### src/rtl/cnn_mem_pkg.sv
// Shared constants, FSM state type and helpers for the CNN accelerator memory read path.
package cnn_mem_pkg;

  localparam int MEM_ADDR_SIZE = 20;
  localparam int DATA_SIZE     = 16;
  localparam int BLOCK_WORDS   = 25;
  localparam int REQ_IMG       = 0;
  localparam int REQ_FILT      = 1;

  typedef enum logic [1:0] {
    IDLE,
    READ,
    DONE
  } arb_state_t;

  // Width of a requester index; never zero, even for a single requester.
  function automatic int ptr_width(input int n);
    return (n > 1) ? $clog2(n) : 1;
  endfunction

endpackage

### src/rtl/rr_arbiter.sv
// Combinational requester picker: round-robin from ptr by default,
// fixed lowest-index priority when ARB_FIXED_PRIO_EN is defined.
module rr_arbiter
  import cnn_mem_pkg::*;
#(
  parameter  int N_REQ = 2,
  localparam int PTR_W = ptr_width(N_REQ)
) (
  input  logic [N_REQ-1:0] req,
  input  logic [PTR_W-1:0] ptr,
  output logic [N_REQ-1:0] win_onehot,
  output logic [PTR_W-1:0] win_idx,
  output logic             win_valid
);

`ifdef ARB_FIXED_PRIO_EN
  logic unused_ptr;
  assign unused_ptr = ^ptr;
`endif

  always_comb begin
    // NOTE: every output gets a default before the search so no latch is inferred.
    win_onehot = '0;
    win_idx    = '0;
    win_valid  = 1'b0;
`ifdef ARB_FIXED_PRIO_EN
    for (int i = 0; i < N_REQ; i++) begin
      if (!win_valid && req[i]) begin
        win_valid = 1'b1;
        win_idx   = PTR_W'(i);
      end
    end
`else
    for (int i = 0; i < N_REQ; i++) begin : scan
      int j;
      j = int'(ptr) + i;
      if (j >= N_REQ) j = j - N_REQ;
      if (!win_valid && req[j]) begin
        win_valid = 1'b1;
        win_idx   = PTR_W'(j);
      end
    end
`endif
    if (win_valid) win_onehot[win_idx] = 1'b1;
  end

endmodule

### src/rtl/cnn_mem_read_arbiter.sv
// Shares the accelerator memory read port between block loaders and issues
// block reads until each transfer is covered. Arbitration mode: ARB_FIXED_PRIO_EN.
module cnn_mem_read_arbiter #(
  parameter int N_REQ       = 2,
  parameter int ADDR_W      = cnn_mem_pkg::MEM_ADDR_SIZE,
  parameter int LEN_W       = 12,
  parameter int BLOCK_WORDS = cnn_mem_pkg::BLOCK_WORDS
) (
  input  logic                    clk,
  input  logic                    rst,
  input  logic [N_REQ-1:0]        req,
  input  logic [N_REQ*ADDR_W-1:0] req_addr,
  input  logic [N_REQ*LEN_W-1:0]  req_len,
  output logic [N_REQ-1:0]        grant,
  output logic [N_REQ-1:0]        done,
  output logic                    busy,
  output logic                    beat_valid,
  output logic [LEN_W-1:0]        beat_idx,
  output logic                    mem_rd,
  output logic [ADDR_W-1:0]       mem_addr,
  input  logic                    mem_ack
);
  import cnn_mem_pkg::*;

  localparam int               PTR_W = ptr_width(N_REQ);
  localparam logic [LEN_W-1:0] BW_L  = LEN_W'(BLOCK_WORDS);

  arb_state_t        state_q, state_d;
  logic [PTR_W-1:0]  owner_q, owner_d;
  logic [PTR_W-1:0]  ptr_q, ptr_d;
  logic [N_REQ-1:0]  grant_q, grant_d;
  logic [N_REQ-1:0]  done_q, done_d;
  logic              busy_q, busy_d;
  logic              mem_rd_q, mem_rd_d;
  logic [ADDR_W-1:0] mem_addr_q, mem_addr_d;
  logic [LEN_W-1:0]  beat_idx_q, beat_idx_d;
  logic [LEN_W-1:0]  beats_q, beats_d;

  logic [N_REQ-1:0]  win_onehot;
  logic [PTR_W-1:0]  win_idx;
  logic              win_valid;
  logic [ADDR_W-1:0] win_addr;
  logic [LEN_W-1:0]  win_len;
  logic [LEN_W-1:0]  win_beats;

  rr_arbiter #(.N_REQ(N_REQ)) u_arb (
    .req        (req),
    .ptr        (ptr_q),
    .win_onehot (win_onehot),
    .win_idx    (win_idx),
    .win_valid  (win_valid)
  );

  assign win_addr = req_addr[int'(win_idx)*ADDR_W +: ADDR_W];
  assign win_len  = req_len[int'(win_idx)*LEN_W +: LEN_W];
  // Quotient plus remainder test avoids the overflow of (len + BLOCK_WORDS - 1).
  assign win_beats = (win_len / BW_L) + LEN_W'((win_len % BW_L) != '0);

  always_comb begin
    state_d    = state_q;
    owner_d    = owner_q;
    ptr_d      = ptr_q;
    grant_d    = grant_q;
    done_d     = '0;
    busy_d     = busy_q;
    mem_rd_d   = mem_rd_q;
    mem_addr_d = mem_addr_q;
    beat_idx_d = beat_idx_q;
    beats_d    = beats_q;
    case (state_q)
      IDLE: begin
        if (win_valid) begin
          owner_d    = win_idx;
          mem_addr_d = win_addr;
          beats_d    = win_beats;
          beat_idx_d = '0;
          busy_d     = 1'b1;
          if (win_beats == '0) begin
            state_d = DONE;
            done_d  = win_onehot;
          end else begin
            state_d  = READ;
            grant_d  = win_onehot;
            mem_rd_d = 1'b1;
          end
        end
      end
      READ: begin
        if (mem_ack) begin
          mem_addr_d = mem_addr_q + ADDR_W'(BLOCK_WORDS);
          beat_idx_d = beat_idx_q + LEN_W'(1);
          if (beat_idx_q == beats_q - LEN_W'(1)) begin
            state_d  = DONE;
            mem_rd_d = 1'b0;
            grant_d  = '0;
            done_d   = grant_q;
          end
        end
      end
      DONE: begin
        state_d = IDLE;
        busy_d  = 1'b0;
        ptr_d   = (owner_q == PTR_W'(N_REQ - 1)) ? '0 : owner_q + PTR_W'(1);
      end
      default: begin
        state_d  = IDLE;
        grant_d  = '0;
        busy_d   = 1'b0;
        mem_rd_d = 1'b0;
      end
    endcase
  end

  // NOTE: state is updated only with non-blocking assignments so every flop samples pre-edge values.
  always_ff @(posedge clk) begin
    if (rst) begin
      state_q    <= IDLE;
      owner_q    <= '0;
      ptr_q      <= '0;
      grant_q    <= '0;
      done_q     <= '0;
      busy_q     <= 1'b0;
      mem_rd_q   <= 1'b0;
      mem_addr_q <= '0;
      beat_idx_q <= '0;
      beats_q    <= '0;
    end else begin
      state_q    <= state_d;
      owner_q    <= owner_d;
      ptr_q      <= ptr_d;
      grant_q    <= grant_d;
      done_q     <= done_d;
      busy_q     <= busy_d;
      mem_rd_q   <= mem_rd_d;
      mem_addr_q <= mem_addr_d;
      beat_idx_q <= beat_idx_d;
      beats_q    <= beats_d;
    end
  end

  assign grant      = grant_q;
  assign done       = done_q;
  assign busy       = busy_q;
  assign mem_rd     = mem_rd_q;
  assign mem_addr   = mem_addr_q;
  assign beat_idx   = beat_idx_q;
  assign beat_valid = (state_q == READ) && mem_ack;

endmodule
### config.mk
export PLATFORM = sky130hd
export DESIGN_NAME = cnn_mem_read_arbiter
export DESIGN_NICKNAME = d
export VERILOG_FILES = /design/src/rtl/cnn_mem_pkg.sv /design/src/rtl/rr_arbiter.sv /design/src/rtl/cnn_mem_read_arbiter.sv
export SDC_FILE = /design/constraint.sdc
export NUM_CORES = 1
export LEC_CHECK = 0
export ABC_AREA = 1
export CORE_UTILIZATION = 48
export CTS_BUF_LIST = sky130_fd_sc_hd__clkbuf_8
export DETAILED_ROUTE_END_ITERATION = 16
export GPL_ROUTABILITY_DRIVEN = 1
export PLACE_DENSITY = 0.8
export SETUP_SLACK_MARGIN = 0.02
export SLEW_MARGIN = 20
export SYNTH_ARGS = -nofsm -noshare
export SYNTH_HDL_FRONTEND = slang
export SYNTH_SLANG_ARGS = --single-unit
export TNS_END_PERCENT = 10
### constraint.sdc
create_clock -name clk -period 6.6 [get_ports clk]
set_clock_uncertainty 0.1 [all_clocks]
set_input_delay 1.32 -clock clk [delete_from_list [all_inputs] [get_ports clk]]
set_output_delay 1.32 -clock clk [all_outputs]
set_load 0.05 [all_outputs]
Yosys cells after proc, flatten, opt, wreduce, memory -nomap -nowiden:

Index checks and enable logic that the tools add are counted.

* bits in registers: 54
* output and inout port bits: 39
* logic and storage cells: 95

* $add $sub $neg: 8
* multipliers: 2
* divide/modulo/power cells: 2
* $lt $le $gt $ge: 6
* equal/unequal tests: 7
* shift operators: 2
* muxes and demuxes: 43
* bitwise operators: 2
* reductions and logical operators: 13

Operators by type and width (number)
* 32-bit by 3-bit < comparator with 1-bit output (second input constant): 2
* 32-bit 2-to-1 mux: 2
* 20-bit 2-to-1 mux: 2
* 20-bit one-hot mux with 2 select lines: 1
* 40-bit by 7-bit variable part select with 20-bit output: 1
* 32-bit by 3-bit greater-or-equal comparator with 1-bit output (second input constant): 1
* 32-bit by 3-bit subtractor with 32-bit output (second input constant): 1
* 12-bit 2-to-1 mux: 2
* 2-bit 2-to-1 mux: 12
* 12-bit one-hot mux with 2 select lines: 1
* 24-bit by 6-bit variable part select with 12-bit output: 1
* 20-bit by 5-bit adder with 20-bit output (second input constant): 1
* 1-bit 2-to-1 mux: 17
* 12-bit by 1-bit adder with 12-bit output: 1
* 12-bit by 1-bit adder with 12-bit output (second input constant): 1
* 12-bit by 5-bit divider with 12-bit output (second input constant): 1
* 12-bit == test: 1
* 12-bit zero test: 1
* 12-bit by 5-bit modulo with 12-bit output (second input constant): 1
* 12-bit nonzero test: 1
* 12-bit by 1-bit subtractor with 12-bit output (second input constant): 1
* 2-bit one-hot mux with 2 select lines: 2
* 2-bit != test (second input constant): 3
* 2-bit one-hot mux with 3 select lines: 1
* other kinds (22): 27

Logic depth before layout (Yosys ltp):

* depth after elaboration: 18
* mapped depth: 62
* mapped depth without buffers: 62

Cells and area by module:

Synthesis repeated with hierarchy kept, for this count alone.

* cells, all modules: 744
* area, all modules: 4546.9 um2

By module, submodules not included
* cnn_mem_read_arbiter: instances 1, cells each 737, area each 4516.8 um2
* rr_arbiter: instances 1, cells each 7, area each 30.0 um2

Worst setup path before layout:

Ideal clock, no wire load.

* kind: input port to flip-flop
* start: in req[0]
* end: reg grant_q[0], in the netlist grant[0]
* setup time: 0.070 ns
* arrival time: 6.903 ns
* path slack: -0.473 ns
* cell stages on the path: 55
* cells stage by stage: nand2_2 > nand2_4 > buf_6 > buf_8 > nand2_1 > o21ai_2 > inv_2 > nor2_1 > nand3_1 > nor2_1 > nand3_1 > nand2_1 > a21oi_2 > nand3_2 > nand2_2 > nand2_2 > nand2_2 > nor2_4 > [19 not listed] > nand2_1 > ha_1 > nand3_1 > nand3b_1 > nand2_1 > inv_1 > a21oi_1 > nand3_1 > ha_1 > ha_1 > nand3_1 > xor2_1 > nand4_1 > nor2_2 > nand4_1 > nand3_2 > nand2_1 > a21oi_1

* longest elaborated chain between the ends: 15

Ends and longest elaborated chain
* start, declared: RTL line cnn_mem_read_arbiter.sv:11 `input logic [N_REQ-1:0] req,`
* 1-bit 2-to-1 mux (implied by the code) (3 in series): RTL line rr_arbiter.sv:38 `if (!win_valid && req[j]) begin`
* 1-bit 2-to-1 mux: RTL line rr_arbiter.sv:38
* 1-bit zero test: RTL line rr_arbiter.sv:38
* 1-bit logical AND: RTL line rr_arbiter.sv:38
* 1-bit 2-to-1 mux: RTL line rr_arbiter.sv:38
* 1-bit by 2-bit multiplier with 3-bit output: RTL line cnn_mem_read_arbiter.sv:55 `assign win_len = req_len[int'(win_idx)*LEN_W +: LEN_W];`
* 24-bit by 6-bit variable part select with 12-bit output: RTL line cnn_mem_read_arbiter.sv:55
* 12-bit by 5-bit modulo with 12-bit output: RTL line cnn_mem_read_arbiter.sv:57 `assign win_beats = (win_len / BW_L) + LEN_W'((win_len % BW_L) != '0);`
* 12-bit nonzero test: RTL line cnn_mem_read_arbiter.sv:57
* 12-bit by 1-bit adder with 12-bit output: RTL line cnn_mem_read_arbiter.sv:57
* 12-bit zero test: RTL line cnn_mem_read_arbiter.sv:78 `if (win_beats == '0) begin`
* 2-bit != test (no source line)
* 5-bit AND reduction (no source line)
* end signal, assigned: RTL line cnn_mem_read_arbiter.sv:131 `grant_q <= grant_d;`
* end, declared: RTL line cnn_mem_read_arbiter.sv:31 `logic [N_REQ-1:0] grant_q, grant_d;`

Parallel ways exist; a longest one is shown, timed or not. The select of a mux whose other input is x is not followed.
A chain may end at the register's enable or synchronous reset.

Worst setup path after layout:

* start: in req_len[20]
* end: reg grant_q[1], in the netlist grant[1]

* longest elaborated chain between the ends: 7

Ends and longest elaborated chain
* start, declared: RTL line cnn_mem_read_arbiter.sv:13 `input logic [N_REQ*LEN_W-1:0] req_len,`
* 24-bit by 6-bit variable part select with 12-bit output *: RTL line cnn_mem_read_arbiter.sv:55
* 12-bit by 5-bit modulo with 12-bit output: RTL line cnn_mem_read_arbiter.sv:57
* 12-bit nonzero test: RTL line cnn_mem_read_arbiter.sv:57
* 12-bit by 1-bit adder with 12-bit output *: RTL line cnn_mem_read_arbiter.sv:57
* 12-bit zero test *: RTL line cnn_mem_read_arbiter.sv:78
* 2-bit != test (no source line) *
* 5-bit AND reduction (no source line) *

Every way passes the cells marked *; elsewhere a longest branch is shown, timed or not.

==> run_results.csv <==
group,metric,value,unit
timing,worst-slew-pin-transition,0.818,ns
clock_tree,clk_pin_slew_worst_paths,0.10,ns
routing,first_pass_iters,5,
worst_setup_path,startpoint_type,"primary input",
worst_setup_path,cp_slowest_cell,"dlygate4sd2_1",
place,placed_cells,1085,
logic_synthesis,yosysUniqueCellTypes,45,
worst_setup_path,r2r_end,"grant[1]",
logic_synthesis,async_reset_ff_frac,0,
worst_setup_path,setup.worst_path.start,"req_len[20]",
logic_synthesis,seq_area_frac_synth,0.217,
routing,num_vias,5999,
finish,final_cells,1122,
worst_setup_path,cp-endpoint,"grant[1]",
timing,layout_setup_ws,-0.721,ns
logic_synthesis,ys_warn_count,0,
timing,drv_slew,0,
logic_synthesis,synth_flop_cell,"dfxtp_1",
floorplanning,pin_count,108,
finish,syn2layout_area_growth,56.5,%
finish,final_cell_mix,"nand2_1, inv_1, buf_4",
global_route,grt_pass1_vias,5691,
timing,clock.fmax,137,MHz
place,hpwl,11.1,mm
worst_setup_path,r2r_slack,0.01,ns
routing,remaining_drc_errors,0,
finish,final_common_cell,"nand2_1",
worst_setup_path,arrival,7.47,ns
place,routabilityCongestion,0.919,
logic_synthesis,syn_nets,869,
routing,drtIter0Drc,432,
hold_path,hp-class,"reg -> reg",
outcome,violations,"setup timing",
clock_tree,htree_levels,2,
floorplanning,initial_utilization,0.502,
floorplanning,die_x,101,um
worst_setup_path,cp_max_fo,6,
outcome,status,"finished, violations left",
floorplanning,die_area,10200,um2
clock_tree,clock_path_buffers,2,
logic_synthesis,synth_edf_count,0,
global_route,grt_max_degree,42,
worst_setup_path,slowest_delay,0.24,ns
clock_tree,cts_tree,"yes",
finish,fillCellCount,694,
routing,drtAntennaViolNets,0,
worst_setup_path,crit_required,6.75,ns
worst_setup_path,crit_path_end_kind,"flip-flop",
timing,setup_viol,14,
global_route,antenna_found_initial,0,
worst_setup_path,r2r_cells,50,
timing,rsz0062_at_grt,"true",
floorplanning,die_h,101,um
timing,slew_headroom,0.454,
global_route,grt_pass1_wl,24.9,mm
finish,nets,1070,
place,port_buffers,107,
finish,drive_gt1_frac,0.278,
global_route,grt_usage,0.300,
clock_tree,cts_sinks,51,
logic_synthesis,synthCells,791,
clock_tree,cts-root-buf,"clkbuf_8",
worst_setup_path,crit_type,"in -> reg",
logic_synthesis,syn_area_per_cell,5.94,um2
flow_run,cap_violations,0,
timing,fin_crit,7.32,ns
logic_synthesis,ys_ff_latch,51,
worst_setup_path,crit_top_cell,"nand2_2",
logic_synthesis,syn-cell-area,4700,um2
floorplanning,rows,35,
global_route,overflow,0,
timing,finalHoldViolations,0,
routing,via_per_inst,5.35,
finish,antennaDiodeCount,0,
worst_setup_path,worstReg2RegStart,"ptr_q",
routing,drt_wl_total,15.8,mm
clock_tree,clk_latency,0.31,ns
clock_tree,cts_hold_buffers,0,
routing,wl_per_cell,14.1,um
clock_tree,cts_buffers,5,
floorplanning,fp.coreArea,9370,um2
timing,post-route-period-util,1.11,
-- metal layers --
layer,track usage,vias to the layer above,wire (um),share of wire
li1,-,2960,-,-
met1,0.331,2754,6080,0.38
met4,0.135,0,660,0.042
met2,0.574,230,8280,0.52
met3,0.0298,55,830,0.052
met5,0,-,0,0
-- sequential cells by signal, indices dropped and copies added, names as in the netlist --
signal / count
owner_q: 1
state_q: 2
beat_idx: 12
mem_addr: 20
beats_q: 9
done: 2
grant: 2
busy: 1
ptr_q: 1
mem_rd: 1
-- synthesized netlist by cell type (2+ instances only) --
| master | instances | area, um2 |
|---|---|---|
| a21oi_1 | 34 | 170 |
| nor3_1 | 5 | 25.0 |
| clkbuf_1 | 14 | 52.6 |
| nor2_2 | 5 | 31.3 |
| o21ai_4 | 3 | 48.8 |
| inv_2 | 15 | 56.3 |
| nor2_4 | 2 | 22.5 |
| xnor2_1 | 7 | 61.3 |
| nor2_1 | 99 | 372 |
| dfxtp_1 | 51 | 1020 |
| o21bai_1 | 2 | 15.0 |
| a21oi_2 | 2 | 17.5 |
| nand2_4 | 7 | 78.8 |
| o22ai_1 | 2 | 12.5 |
| o21ai_2 | 6 | 52.6 |
| or2_2 | 3 | 18.8 |
| o21ai_1 | 5 | 25.0 |
| buf_6 | 2 | 22.5 |
| clkinv_1 | 2 | 7.51 |
| nand2_2 | 21 | 131 |
| ha_1 | 9 | 113 |
| nand3_2 | 7 | 70.1 |
| nand4_1 | 18 | 113 |
| nand2_1 | 176 | 661 |
| o21ai_0 | 72 | 360 |
| nand3b_1 | 7 | 52.6 |
| inv_1 | 108 | 405 |
| xor2_1 | 15 | 131 |
| nand3_1 | 56 | 280 |
| a31oi_1 | 21 | 131 |
-- critical path, delay by kind of cell --
kind                       cells  cell delay (ns)
and+or+nand+nor               39             4.38
adders and majority gates      3             0.54
xor gates and xnor gates       1             0.19
buffers and inverters          4             0.77
AOI/OAI and AO/OA              2             0.23
-- timing repair --
item                                   CTS  global route
gates resized for setup                 83            51
pin swaps                               69            48
gates cloned                             1             1
buffers inserted                        20             7
endpoints found under the hold margin    0             0
setup endpoints to repair               15            15
-- cell type report --
cell class	instances	area [um2]	area share
clock buffer	5	68.8	0.00935
clock inverter	3	16.3	0.00221
inverter	125	479	0.0651
multi-input combinational	598	3680	0.500
sequential	51	1020	0.139
tap	129	161	0.0219
timing repair buffer	211	1930	0.262
-- cells by family (layout without fill, tap and decap cells) --
group,count (synthesis),in the layout,share of synthesized area
flops,51,51,0.217
compound gates,156,156,0.195
buf+inv,143,344,0.120
simple gates,410,411,0.404
xor+xnor,22,22,0.0410
fa+ha+maj,9,9,0.0239
-- worst min path at each step --
stage | from | to | slack [ns] | depth (start not counted)
after floorplan | owner_q | owner_q | 0.35 | 2
after global placement | busy | busy | 0.35 | 2
after detailed placement | busy | busy | 0.36 | 2
after CTS | busy | busy | 0.37 | 2
after global routing | beats_q[1] | beats_q[1] | 0.42 | 2
final | owner_q | owner_q | 0.39 | 2
-- metrics by stage --
stage	TNS (ns)	cell area, um2	worst slack [ns]	util	hold slack [ns]
6_report	-5.84	7360	-0.721	0.785	0.389
3_3_place_gp	-10.73	6620	-0.966	0.707	0.347
4_1_cts	-2.49	7090	-0.427	0.756	0.373
5_1_grt	-11.41	7360	-1.11	0.785	0.419
3_5_place_dp	-17.03	6620	-1.47	0.707	0.363
2_1_floorplan	-1.07	4880	-0.228	-	0.345
Power is left out: the tool's default activity adds up to more than one toggle a clock period on the data nets, which glitch-free logic cannot reach.
